--- src/rtl/ctr_record_buffer.sv ---
// Control-transfer record capture: pairs each qualifying retired control transfer
// with the PC of the next retired instruction and keeps the records newest-first in a ring.
module ctr_record_buffer #(
    parameter int XLEN          = 64,
    parameter int NrCommitPorts = 2,
    parameter int Depth         = 16,
    parameter int TypeWidth     = 4
) (
    input  logic                               clk_i,
    input  logic                               rst_i,
    input  logic [NrCommitPorts-1:0]           commit_valid_i,
    input  logic [NrCommitPorts*XLEN-1:0]      commit_pc_i,
    input  logic [NrCommitPorts*TypeWidth-1:0] commit_type_i,
    input  logic [NrCommitPorts*2-1:0]         commit_priv_i,
    input  logic [2**TypeWidth-1:0]            type_mask_i,
    input  logic [2:0]                         priv_en_i,
    input  logic                               freeze_i,
    input  logic                               clear_i,
    input  logic [$clog2(Depth)-1:0]           rd_idx_i,
    output logic [XLEN-1:0]                    rd_source_o,
    output logic [XLEN-1:0]                    rd_target_o,
    output logic [TypeWidth-1:0]               rd_type_o,
    output logic [1:0]                         rd_priv_o,
    output logic [$clog2(Depth):0]             count_o,
    output logic [$clog2(NrCommitPorts):0]     record_o
);

    localparam int IdxW  = $clog2(Depth);
    localparam int CntW  = IdxW + 1;
    localparam int CntW1 = CntW + 1;
    localparam int RecW  = $clog2(NrCommitPorts) + 1;

    function automatic logic priv_enabled(input logic [1:0] priv, input logic [2:0] en);
        case (priv)
            2'd0:    return en[0];
            2'd1:    return en[1];
            2'd3:    return en[2];
            default: return 1'b0;
        endcase
    endfunction

    function automatic logic qualifies(input logic [TypeWidth-1:0] cftype,
                                       input logic [1:0] priv,
                                       input logic [2**TypeWidth-1:0] mask,
                                       input logic [2:0] en);
        return (cftype != '0) && mask[cftype] && priv_enabled(priv, en);
    endfunction

    function automatic logic [CntW-1:0] sat_count(input logic [CntW-1:0] cnt,
                                                  input logic [RecW-1:0] n);
        logic [CntW1-1:0] sum;
        sum = {1'b0, cnt} + CntW1'(n);
        if (sum > CntW1'(Depth)) return CntW'(Depth);
        return sum[CntW-1:0];
    endfunction

    // Registered pending source and ring state
    logic                 pend_vld_p1;
    logic [XLEN-2:0]      pend_pc_p1;
    logic [TypeWidth-1:0] pend_type_p1;
    logic [1:0]           pend_priv_p1;
    logic [IdxW-1:0]      wptr_p1;
    logic [CntW-1:0]      count_p1;
    logic [Depth-1:0]     slot_vld_p1;
    logic [XLEN-2:0]      src_mem  [Depth];
    logic [XLEN-2:0]      tgt_mem  [Depth];
    logic [TypeWidth-1:0] type_mem [Depth];
    logic [1:0]           priv_mem [Depth];

    logic                 chain_vld;
    logic [XLEN-2:0]      chain_pc;
    logic [TypeWidth-1:0] chain_type;
    logic [1:0]           chain_priv;
    logic [XLEN-1:0]      port_pc;
    logic [TypeWidth-1:0] port_type;
    logic [1:0]           port_priv;
    logic [RecW-1:0]      n_rec;
    logic                 rec_en   [NrCommitPorts];
    logic [RecW-1:0]      rec_off  [NrCommitPorts];
    logic [IdxW-1:0]      wr_slot  [NrCommitPorts];
    logic [XLEN-2:0]      rec_src  [NrCommitPorts];
    logic [XLEN-2:0]      rec_tgt  [NrCommitPorts];
    logic [TypeWidth-1:0] rec_type [NrCommitPorts];
    logic [1:0]           rec_priv [NrCommitPorts];
    logic [NrCommitPorts-1:0] unused_pc_lsb;

    // Stage p0: in-order commit chain seeded by the registered pending source
    always_comb begin
        chain_vld  = pend_vld_p1;
        chain_pc   = pend_pc_p1;
        chain_type = pend_type_p1;
        chain_priv = pend_priv_p1;
        port_pc    = '0;
        port_type  = '0;
        port_priv  = '0;
        n_rec      = '0;
        for (int p = 0; p < NrCommitPorts; p++) begin
            port_pc          = commit_pc_i[p*XLEN +: XLEN];
            port_type        = commit_type_i[p*TypeWidth +: TypeWidth];
            port_priv        = commit_priv_i[p*2 +: 2];
            unused_pc_lsb[p] = port_pc[0];
            rec_en[p]        = 1'b0;
            rec_off[p]       = n_rec;
            wr_slot[p]       = wptr_p1 + IdxW'(n_rec);
            rec_src[p]       = chain_pc;
            rec_tgt[p]       = port_pc[XLEN-1:1];
            rec_type[p]      = chain_type;
            rec_priv[p]      = chain_priv;
            if (commit_valid_i[p] && !freeze_i) begin
                if (chain_vld) begin
                    rec_en[p] = 1'b1;
                    n_rec     = n_rec + RecW'(1);
                end
                chain_vld  = qualifies(port_type, port_priv, type_mask_i, priv_en_i);
                chain_pc   = port_pc[XLEN-1:1];
                chain_type = port_type;
                chain_priv = port_priv;
            end
        end
    end

    // Stage p1: control state, clear beats freeze and recording
    always_ff @(posedge clk_i or posedge rst_i) begin
        if (rst_i) begin
            pend_vld_p1 <= 1'b0;
            wptr_p1     <= '0;
            count_p1    <= '0;
            record_o    <= '0;
            slot_vld_p1 <= '0;
        end else if (clear_i) begin
            pend_vld_p1 <= 1'b0;
            wptr_p1     <= '0;
            count_p1    <= '0;
            record_o    <= '0;
            slot_vld_p1 <= '0;
        end else begin
            pend_vld_p1 <= chain_vld && !freeze_i;
            wptr_p1     <= wptr_p1 + IdxW'(n_rec);
            count_p1    <= sat_count(count_p1, n_rec);
            record_o    <= n_rec;
            for (int p = 0; p < NrCommitPorts; p++) begin
                if (rec_en[p]) slot_vld_p1[wr_slot[p]] <= 1'b1;
            end
        end
    end

    // Payload storage carries no reset; visibility is governed by the valid bits and count
    always_ff @(posedge clk_i) begin
        pend_pc_p1   <= chain_pc;
        pend_type_p1 <= chain_type;
        pend_priv_p1 <= chain_priv;
        for (int p = 0; p < NrCommitPorts; p++) begin
            if (rec_en[p]) begin
                src_mem[wr_slot[p]]  <= rec_src[p];
                tgt_mem[wr_slot[p]]  <= rec_tgt[p];
                type_mem[wr_slot[p]] <= rec_type[p];
                priv_mem[wr_slot[p]] <= rec_priv[p];
            end
        end
    end

    logic [IdxW-1:0] rd_slot;
    logic            rd_hit;

    // Combinational read: logical index 0 is the slot just below the write pointer
    always_comb begin
        rd_slot     = wptr_p1 - IdxW'(1) - rd_idx_i;
        rd_hit      = ({1'b0, rd_idx_i} < count_p1) && slot_vld_p1[rd_slot];
        rd_source_o = '0;
        rd_target_o = '0;
        rd_type_o   = '0;
        rd_priv_o   = '0;
        if (rd_hit) begin
            rd_source_o = {src_mem[rd_slot], 1'b1};
            rd_target_o = {tgt_mem[rd_slot], 1'b0};
            rd_type_o   = type_mem[rd_slot];
            rd_priv_o   = priv_mem[rd_slot];
        end
    end

    assign count_o = count_p1;

endmodule

--- config.mk ---
export PLATFORM = sky130hd
export DESIGN_NAME = ctr_record_buffer
export DESIGN_NICKNAME = d
export VERILOG_FILES = /design/src/rtl/ctr_record_buffer.sv
export SDC_FILE = /design/constraint.sdc
export NUM_CORES = 2
export LEC_CHECK = 0
export ABC_AREA = 1
export CORE_MARGIN = 2
export CORE_UTILIZATION = 60
export CTS_CLUSTER_SIZE = 12
export DETAILED_ROUTE_END_ITERATION = 8
export PLACE_DENSITY = 0.78
export SLEW_MARGIN = 20
export SYNTH_ARGS = -nofsm -noshare
export SYNTH_HDL_FRONTEND = slang
export SYNTH_SLANG_ARGS = --single-unit
--- constraint.sdc ---
create_clock -name clk_i -period 22 [get_ports clk_i]
set_input_delay 4.4 -clock clk_i [delete_from_list [all_inputs] [get_ports clk_i]]
set_output_delay 4.4 -clock clk_i [all_outputs]
set_load 0.03 [all_outputs]
==> impl_metrics.tcl <==
set metrics [dict create \
    status "finished, final reports clean" \
    clockPowerShare 0.364 \
    power.density_cell_area_nw_per_um2 84.2 \
    synth_edf_count 2112 \
    final.min_clock_period_ns 15.37 \
    min_delay_path_depth 2 \
    crit_type "input pin to output pin" \
    nets_finish 11888 \
    timing.critical_path.slowest_cell_delay_ns 1.05 \
    drcViolationCount 0 \
    critical_path.max_fanout 128 \
    seqCellArea_um2 65500 \
    die_area_um2 190000 \
    cts-buffers-inserted 223 \
    dr_total_vias 94966 \
    finalCoreUtilization 0.655 \
    grt_antenna_before_repair 27 \
    cts_tree "done" \
    net-switching-power_mw 2.87 \
    final.period_utilization 0.699 \
    placedInstanceArea_um2 114000 \
    cts_setup_buffers 0 \
    clock_sinks 2209 \
    worst_hold_margin_ns 0.556 \
    multi_input_comb_area_um2 40700 \
    clk-insertion-delay-late_ns 0.87 \
    ios 310 \
    detailedPlace.worstSlack_ns 6.93 \
    timing.critical_path.required_ns 17.60 \
    timing.hold.worst.class "register to register" \
    die_x_um 436 \
    drtAntennaViolNets 0 \
    power_switching_share 0.281 \
    yosys.cell_types.count 43 \
    post-route-cell-area_um2 121000 \
    proportion_of_synthesized_flip_flops_having_asynchronous_set_or_reset 0.0127 \
    layout_commonest_cell "nand2_1" \
    htree_levels 4 \
    cts_max_path_buffers 3 \
    fmax_ghz 0.0651 \
    hpwlAfterDp_mm 196 \
    synth_seq_area_share 0.586 \
    routed_wirelength_mm 384 \
    postLayoutSetupSlackWorst_ns 6.63 \
    detail_route.vias_per_cell 6.60 \
    die_h_um 436 \
    ys_dominant_reg_cell "edfxtp_1" \
    chain_of_cells_forming_the_critical_path "clkdlybuf4s50_1 > inv_1 > ha_4 > fa_4 > buf_12 > buf_4 > buf_4 > a21oi_1 > a22o_1 > nand2_1 > a21oi_1 > or2_2 > nor2_1 > clkdlybuf4s50_1" \
    kind_of_end_point_of_the_critical_path "output pin" \
    synth_cells 12376 \
    place.gp.congestion 0.856 \
    final_layout_size_suffix_gt1_frac 0.0568 \
    clkTransAtPathRegs_ns 0.06 \
    synth.ff_latch_count 2209 \
    synth_fp_nets 12561 \
    grt_pass1_wl_mm 561 \
    p_comb_frac 0.168 \
    top_library_cells_by_usage_in_the_layout_fill_and_taps_aside "3984 x nand2_1, 2303 x o21ai_0, 2112 x edfxtp_1" \
    timing_hold_violations_final 0 \
    setup_viol_count_final 0 \
    area.growth.synth_to_final_pct 8.63 \
    floorplan.rows 158 \
    max-slew-margin-rel 0.155 \
    timing.final.max_slew_violations 0 \
    post_cts_hold_buffer_count 0 \
    design_power_total_mw 10.2 \
    mappedNetlistArea_um2 112000 \
    post_layout_nonfiller_instances 14394 \
    post_synth.cell_area_avg_um2 9.03 \
    worst_path_max_delay_cell "fa_4" \
    rsz_0062_raised_after_global_routing "false" \
    number_of_gates_given_a_new_drive_strength_after_cts 0 \
    cp_top_family "buffers and inverters" \
    worst-path-buf-inv 6 \
    cts-root-buf "clkbuf_16" \
    grt_max_degree 189 \
    static-leakage-power_nw 46.6 \
    drt_initial_violations 17405 \
    core_area_um2 185000 \
    fin_skew_ns 0.0377 \
    tightest_slew_ns 1.27 \
    grt.total_usage 0.393 \
    wl_per_cell_um 26.7 \
    dp_cells 13957 \
    critical_path.startpoint_type "input pin" \
    worstPathArrival_ns 10.97 \
    internal_power_mw 7.35 \
    crit_cells 14 \
    start_util 0.603 \
    timing.reg2reg.worst_path_depth 13 \
    num-fill-cells 14332 \
    portBuffers 306 \
    setup_tns_after_final_layout_ns 0 \
    synth_warnings 0 \
    power.ir.vdd_worst_uv 66.4 \
    dr.pass1.iters 9 \
    gr-total-overflow 0 \
    power.share.sequential 0.468 \
    number_of_global_route_vias_before_repair 90390 \
    max-cap-violations 0 \
]
power groups by stage:
stage	registers (mW)	clock network, mW	logic (mW)
finish	4.78	3.72	1.72
floorplan	4.78	0	1.21
detailed placement	4.86	0	1.65
global route	4.78	3.85	1.86
global placement	4.86	0	1.59
CTS	4.77	3.70	1.66
layout make-up:
class / instances / share of cell area
Clock buffer: 374 / 0.0551
Sequential cell: 2209 / 0.540
Tap cell: 2480 / 0.0256
Multi-Input combinational cell: 8692 / 0.336
Inverter: 128 / 0.00429
Timing Repair Buffer: 449 / 0.0366
Clock inverter: 41 / 0.00270
Antenna cell: 21 / 0.000433
worst register-to-register path, cell delays in order (launching register included):
cell and delay (ns):
dfrtp_1 0.45, nand2_2 0.17, inv_1 0.11, ha_1 0.20
ha_1 0.19, xnor2_1 0.15, inv_1 0.10, nand2_1 0.11
nor2_1 0.19, nand3_4 0.82, o21ai_4 0.76, buf_4 0.81
buf_4 1.01, buf_4 0.94
layer usage:
layer  vias to the layer above  wire length [um]  GRT usage
met3                      1454             57000     0.0925
met1                     44307            129000      0.500
li1                      41327                 -          -
met2                      7866            170000      0.596
met5                         -                67          0
met4                        12             28800      0.276
synthesized netlist by cell type (4+ instances only):
| cell type | number | share of area |
|---|---|---|
| nand2_1 | 3991 | 0.13 |
| o21ai_0 | 2311 | 0.10 |
| edfxtp_1 | 2112 | 0.57 |
| a21oi_1 | 1089 | 0.049 |
| clkbuf_1 | 837 | 0.028 |
| nor2_1 | 453 | 0.015 |
| a22o_1 | 396 | 0.031 |
| buf_2 | 289 | 0.013 |
| buf_1 | 187 | 0.0063 |
| nand3_1 | 164 | 0.0073 |
| or2_2 | 132 | 0.0074 |
| inv_1 | 124 | 0.0042 |
| dfxtp_1 | 69 | 0.012 |
| mux2i_1 | 63 | 0.0056 |
| o21ai_1 | 44 | 0.0020 |
| dfrtp_1 | 28 | 0.0063 |
| buf_4 | 13 | 0.00087 |
| ha_1 | 13 | 0.0015 |
| buf_6 | 10 | 0.0010 |
| clkbuf_2 | 10 | 0.00045 |
| xnor2_1 | 4 | 0.00031 |
cell families (layout without fill, tap and decap cells):
logic type	Yosys count	count (layout)	share of synthesized area
flops	2209	2209	0.586
buf+inv	1475	992	0.0542
xor+xnor	7	7	0.000616
fa+ha+maj	16	16	0.00199
compound gates	3852	3852	0.186
simple gates	4753	4753	0.165
mux	63	63	0.00564
other cells	1	22	0.0000336
final timing paths:
check / end / startpoint / slack, ns
worst max-delay path: rd_target_o[48] / rd_idx_i[0] / 6.63
worst max register to register: src_mem[14][16] / pend_vld_p1 / 15.54
min in group asynchronous: pend_vld_p1 / rst_i / 3.91
worst min register to register: slot_vld_p1[7] / slot_vld_p1[7] / 0.56
worst min-delay path: slot_vld_p1[7] / slot_vld_p1[7] / 0.56
max in group asynchronous: count_o[1] / rst_i / 17.80
registers in the layout, indices dropped and copies added (netlist names), 4 cells and up:
register / cells
pend_type_p1: 4
type_mem: 64
priv_mem: 32
src_mem: 1008
slot_vld_p1: 16
tgt_mem: 1008
pend_pc_p1: 63
wptr_p1: 4
count_o: 5
Note: power is estimated with default switching activity, not from simulation.
